### src/rtl/seq_scan_ctrl.sv
// seq_scan_ctrl
//   Drives an external serial "1010" Mealy detector (overlapping matches).
//   Each parallel word is accepted over a valid/ready handshake. The detector
//   is cleared for one cycle. The word is then shifted out MSB-first, one bit
//   per clock, while the detector's z output is collected. The per-word result
//   is presented over a valid/ready handshake, and a saturating running total
//   of match counts is kept.
//
// Ports
//   clk, reset            clock (rising edge), asynchronous active-high reset
//   in_valid/in_ready     input word handshake
//   in_data[WIDTH]        word to scan; bit WIDTH-1 is sent first
//   det_x                 serial bit to the detector
//   det_clr               detector reset (held during reset and the CLEAR cycle)
//   det_z                 detector z (combinational from detector state and det_x)
//   out_valid/out_ready   result handshake
//   out_count[CNT_W]      number of matches in the word
//   out_found             out_count != 0
//   out_first_idx[IDX_W]  bit position of first match (0 = first bit sent), 0 if none
//   stat_clr              synchronous clear of stat_total
//   stat_total[TOT_W]     saturating sum of out_count over accepted results
module seq_scan_ctrl #(
    parameter int WIDTH = 16,
    parameter int TOT_W = 16,
    localparam int CNT_W = $clog2(WIDTH + 1),
    localparam int IDX_W = $clog2(WIDTH)
) (
    input  logic             clk,
    input  logic             reset,
    input  logic             in_valid,
    output logic             in_ready,
    input  logic [WIDTH-1:0] in_data,
    output logic             det_x,
    output logic             det_clr,
    input  logic             det_z,
    output logic             out_valid,
    input  logic             out_ready,
    output logic [CNT_W-1:0] out_count,
    output logic             out_found,
    output logic [IDX_W-1:0] out_first_idx,
    input  logic             stat_clr,
    output logic [TOT_W-1:0] stat_total
);

    localparam int SUM_W = ((TOT_W > CNT_W) ? TOT_W : CNT_W) + 1;

    typedef enum logic [1:0] {IDLE, CLEAR, SCAN, DONE} state_t;

    state_t           state_q, state_d;
    logic [WIDTH-1:0] shreg_q, shreg_d;
    logic [IDX_W-1:0] bitcnt_q, bitcnt_d;
    logic [CNT_W-1:0] count_q, count_d;
    logic             found_q, found_d;
    logic [IDX_W-1:0] first_idx_q, first_idx_d;
    logic             clr_q, clr_d;
    logic [TOT_W-1:0] stat_total_q, stat_total_d;
    logic [TOT_W-1:0] stat_base;

    // Add with clamp at the all-ones value of the total counter.
    function automatic logic [TOT_W-1:0] sat_add(input logic [TOT_W-1:0] a,
                                                 input logic [CNT_W-1:0] b);
        logic [SUM_W-1:0] sum;
        sum = SUM_W'(a) + SUM_W'(b);
        if (sum > SUM_W'({TOT_W{1'b1}}))
            sat_add = {TOT_W{1'b1}};
        else
            sat_add = sum[TOT_W-1:0];
    endfunction

    always_comb begin
        state_d     = state_q;
        shreg_d     = shreg_q;
        bitcnt_d    = bitcnt_q;
        count_d     = count_q;
        found_d     = found_q;
        first_idx_d = first_idx_q;
        clr_d       = 1'b0;

        case (state_q)
            IDLE: begin
                if (in_valid) begin
                    shreg_d     = in_data;
                    bitcnt_d    = '0;
                    count_d     = '0;
                    found_d     = 1'b0;
                    first_idx_d = '0;
                    clr_d       = 1'b1;   // detector held in S0 through CLEAR
                    state_d     = CLEAR;
                end
            end
            CLEAR: state_d = SCAN;
            SCAN: begin
                if (det_z) begin
                    count_d = count_q + CNT_W'(1);
                    if (!found_q) begin
                        first_idx_d = bitcnt_q;
                        found_d     = 1'b1;
                    end
                end
                shreg_d  = {shreg_q[WIDTH-2:0], 1'b0};
                bitcnt_d = bitcnt_q + IDX_W'(1);
                if (bitcnt_q == IDX_W'(WIDTH - 1))
                    state_d = DONE;
            end
            DONE: begin
                if (out_ready)
                    state_d = IDLE;
            end
            default: state_d = IDLE;
        endcase
    end

    // A clear coinciding with a result handshake leaves just that word's count.
    always_comb begin
        stat_base = stat_clr ? '0 : stat_total_q;
        if (state_q == DONE && out_ready)
            stat_total_d = sat_add(stat_base, count_q);
        else
            stat_total_d = stat_base;
    end

    always_ff @(posedge clk or posedge reset) begin
        if (reset) begin
            state_q      <= IDLE;
            shreg_q      <= '0;
            bitcnt_q     <= '0;
            count_q      <= '0;
            found_q      <= 1'b0;
            first_idx_q  <= '0;
            clr_q        <= 1'b0;
            stat_total_q <= '0;
        end else begin
            state_q      <= state_d;
            shreg_q      <= shreg_d;
            bitcnt_q     <= bitcnt_d;
            count_q      <= count_d;
            found_q      <= found_d;
            first_idx_q  <= first_idx_d;
            clr_q        <= clr_d;
            stat_total_q <= stat_total_d;
        end
    end

    assign in_ready      = (state_q == IDLE);
    assign out_valid     = (state_q == DONE);
    assign det_x         = (state_q == SCAN) & shreg_q[WIDTH-1];
    assign det_clr       = reset | clr_q;
    assign out_count     = count_q;
    assign out_found     = found_q;
    assign out_first_idx = first_idx_q;
    assign stat_total    = stat_total_q;

endmodule

### config.mk
export PLATFORM = sky130hd
export DESIGN_NAME = seq_scan_ctrl
export DESIGN_NICKNAME = d
export VERILOG_FILES = /design/src/rtl/seq_scan_ctrl.sv
export SDC_FILE = /design/constraint.sdc
export NUM_CORES = 1
export LEC_CHECK = 0
export ABC_AREA = 0
export BUFFER_PORTS_ARGS = -buffer_cell sky130_fd_sc_hd__buf_2
export CAP_MARGIN = 10
export CORE_UTILIZATION = 43
export DETAILED_ROUTE_END_ITERATION = 10
export RECOVER_POWER = 50
export SLEW_MARGIN = 20
export SYNTH_ARGS = -nofsm -noshare
export SYNTH_HDL_FRONTEND = slang
export SYNTH_SLANG_ARGS = --single-unit
export TNS_END_PERCENT = 10
### constraint.sdc
create_clock -name clk -period 2.7 [get_ports clk]
set_input_delay 0.54 -clock clk [delete_from_list [all_inputs] [get_ports clk]]
set_output_delay 0.54 -clock clk [all_outputs]
set_load 0.1 [all_outputs]
==> impl_metrics.json <==
{
  "clkLatencyLatePin_ps": 300,
  "timing.clock.skew_ps": 7.34,
  "arrival_ps": 1700,
  "initial_core_util": 0.447,
  "post_route_cells_drive_above_1_share": 0.241,
  "worst_setup_sp_type": "register",
  "via_density_per_instance": 5.43,
  "cts_repair_resize_count": 0,
  "chipWidth_um": 83.2,
  "syn_inst": 287,
  "antenna_cells": 0,
  "cp-startpoint": "state_q[0]",
  "yosys_warnings": 0,
  "vertical_die_dimension_um": 83.2,
  "first_pass_grt_wire_length_um": 10800,
  "synth-compound-area-share": 0.200,
  "number_of_antenna_violations_at_the_first_check_in_global_routing": 0,
  "layout_setup_ws_ps": 464,
  "hold_path_class": "input port to asynchronous set/reset pin",
  "antenna_viol_nets_final": 0,
  "clkTransAtPathRegs_ps": 100,
  "postLayoutCellArea_um2": 3320,
  "core_area_um2": 6350,
  "num-nets-final": 377,
  "cp_max_fo": 13,
  "cts-root-buf": "sky130_fd_sc_hd__clkbuf_8",
  "crit_type": "register to primary output",
  "final-hold-violation-count": 0,
  "ys_types": 64,
  "peakVddDrop_mv": 0.574,
  "ys_async_sr_fraction": 1.00,
  "iteration_0_drc_count_of_the_detailed_router": 108,
  "core_utilization_of_the_finished_layout": 0.523,
  "power_density_nw_per_um2": 895,
  "rows": 29,
  "route.final.wire_length_um": 6250,
  "first_global_vias": 2189,
  "clock_tree_from_tritoncts": "done",
  "synth-simple-area-share": 0.198,
  "finalSetupTns_ps": 0,
  "cts-buffers-inserted": 5,
  "portion_of_the_clock_cycle_consumed_by_the_worst_path_in_the_final_layout": 0.828,
  "max-clock-path-buffers": 2,
  "flow.area_growth_from_synthesis_pct": 17.0,
  "final-max-slew-violation-count": 0,
  "syn_avg_cell_area_um2": 9.88,
  "syn-cell-area_um2": 2840,
  "dpl.hpwl_um": 4480,
  "max_slew.worst_pin.slew_ps": 1180,
  "grt.overflow.total": 0,
  "synth-xor-area-share": 0,
  "count_of_flip_flops_with_a_built_in_enable_after_synthesis": 0,
  "worst_slew_margin_rel": 0.217,
  "clock_sinks": 49,
  "pre_cts_slack_ps": -208,
  "cts_hold_repair.buffers": 0,
  "grt_start_max_net_pins": 35,
  "yosys_most_used_dff": "sky130_fd_sc_hd__dfrtp_1",
  "die_area_um2": 6930,
  "place.gp.congestion": 0.804,
  "worstPathRequired_ps": 2160,
  "ys_seq_elements": 49,
  "cts_max_level": 2,
  "route.vias.total": 2290,
  "syn_nets": 320,
  "max_cap_violations": 0,
  "synth-adder-area-share": 0.0512,
  "critical_path_capture_point_type": "primary output",
  "p_leak_nw": 1.64,
  "placement.io_buffers": 51,
  "grt.total_usage": 0.193,
  "num_io_pins": 52,
  "status": "finished clean",
  "min_period_ps": 2240,
  "placed_area_um2": 3210,
  "synth_sequential_area_ratio": 0.432,
  "max_freq_mhz": 447,
  "synth.mux.area_fraction": 0.0728,
  "drt_drc_violations_left": 0,
  "first_pass_iters": 4,
  "synth_top_family_by_area": "compound AO/OA/AOI/OAI gates",
  "post_drt_wl_per_cell_um": 14.8,
  "timing.final.setup_violations": 0,
  "reg2reg_depth": 9,
  "grt_setup_unrepaired": "false",
  "reg2reg_from": "stat_total[0]"
}
what timing repair did:
item                       in CTS  in global routing
hold endpoints to repair        0                  0
buffers inserted                0                  3
setup endpoints to repair       0                  7
final cells by class:
class,count,area [um2]
clock buffers,7,96.3
clock inverters,1,5.00
fillers,619,3030
inverters,18,67.6
multi-input cells,208,1480
flip-flops and latches,49,1230
well taps,77,96.3
repair buffers,62,347
path summary, 6_finish.rpt:
path,slack (ps),end
worst max register to register,510,stat_total[12]
worst min register to register,490,shreg_q[2]
worst max-delay path,460,det_x
min in group clk,490,shreg_q[2]
max in group asynchronous,1720,shreg_q[5]
worst min-delay path,350,stat_total[6]
cells by family after synthesis:
| group | count (synthesis) |
|---|---|
| AND/OR/NAND/NOR | 98 |
| AO/OA/AOI/OAI | 79 |
| flip-flops | 49 |
| buffers and inverters | 30 |
| multiplexers | 20 |
| adder cells (fa/ha/maj) | 11 |
cells in the final DEF, fill, tap and decap left out, types with 3 or more instances in the layout:
| master | netlist | final |
|---|---|---|
| sky130_fd_sc_hd__a21o_1 | 5 | 5 |
| sky130_fd_sc_hd__a21oi_1 | 5 | 5 |
| sky130_fd_sc_hd__a31oi_1 | 3 | 3 |
| sky130_fd_sc_hd__and2_1 | 3 | 3 |
| sky130_fd_sc_hd__and3_1 | 3 | 3 |
| sky130_fd_sc_hd__buf_2 | 5 | 38 |
| sky130_fd_sc_hd__buf_4 | 1 | 9 |
| sky130_fd_sc_hd__clkbuf_1 | 4 | 13 |
| sky130_fd_sc_hd__clkbuf_8 | 0 | 7 |
| sky130_fd_sc_hd__dfrtp_1 | 49 | 48 |
| sky130_fd_sc_hd__ha_1 | 10 | 10 |
| sky130_fd_sc_hd__inv_1 | 18 | 18 |
| sky130_fd_sc_hd__mux2i_1 | 17 | 17 |
| sky130_fd_sc_hd__nand2_1 | 37 | 37 |
| sky130_fd_sc_hd__nand3_1 | 8 | 8 |
| sky130_fd_sc_hd__nor2_1 | 12 | 12 |
| sky130_fd_sc_hd__nor2b_1 | 7 | 7 |
| sky130_fd_sc_hd__nor3_1 | 5 | 5 |
| sky130_fd_sc_hd__nor3b_1 | 3 | 3 |
| sky130_fd_sc_hd__o2111ai_1 | 3 | 3 |
| sky130_fd_sc_hd__o211ai_1 | 6 | 6 |
| sky130_fd_sc_hd__o21ai_0 | 27 | 27 |
| sky130_fd_sc_hd__o21ai_1 | 3 | 3 |
through the flow:
step / hold WS, ps / cells / power, mW
2_1_floorplan: 442 / 287 / 2.23
3_3_place_gp: 458 / 411 / 2.50
3_5_place_dp: 467 / 411 / 2.53
4_1_cts: 223 / 419 / 3.02
5_1_grt: 390 / 422 / 3.20
6_report: 349 / 422 / 2.97
critical path: stages, from the launching register on:
cell and delay [ps]:
sky130_fd_sc_hd__dfrtp_1 390, sky130_fd_sc_hd__inv_1 100, sky130_fd_sc_hd__ha_1 470, sky130_fd_sc_hd__and2_1 250, sky130_fd_sc_hd__buf_12 180
synth_stat cells, drive strengths merged, types with 2 or more instances:
cell type | instances | area share
mux2i | 18 | 0.065
o21ai | 31 | 0.056
a22o | 2 | 0.0062
o311ai | 3 | 0.015
ha | 10 | 0.044
nor2 | 12 | 0.016
nand3 | 9 | 0.018
nand2b | 3 | 0.0075
clkbuf | 4 | 0.0053
nand4 | 2 | 0.0044
o211ai | 6 | 0.016
dfrtp | 49 | 0.43
a21o | 5 | 0.013
a211o | 2 | 0.0062
a221oi | 2 | 0.0084
nand2 | 39 | 0.055
or2 | 2 | 0.0044
nor2b | 8 | 0.020
buf | 8 | 0.017
and2 | 5 | 0.012
mux2 | 2 | 0.0079
o21a | 2 | 0.0053
and3 | 3 | 0.0066
a211oi | 3 | 0.011
inv | 18 | 0.024
a21oi | 6 | 0.012
nor3 | 7 | 0.020
a31oi | 3 | 0.0066
nor3b | 3 | 0.0079
o2111ai | 3 | 0.0093
flip-flops by register name (all words and copies together), names as in the netlist:
name,cells
shreg_q,16
stat_total,16
out_found,1
bitcnt_q,4
out_first_idx,4
out_count,5
state_q,2
clr_q,1
per-layer routing:
metal  global-route usage  wire [um]  up-vias
li1                     -          -     1152
met1                0.267       2990     1090
met2                0.305       2940       41
met3               0.0457        248        7
met4               0.0470         63        0
met5                    0          0        -
report_power, final:
group / switching [mW] / internal [mW]
registers: 0.135 / 0.936
logic: 1.02 / 0.398
clock network: 0.252 / 0.232
total: 1.40 / 1.57
(Power assumes the default switching activity.)
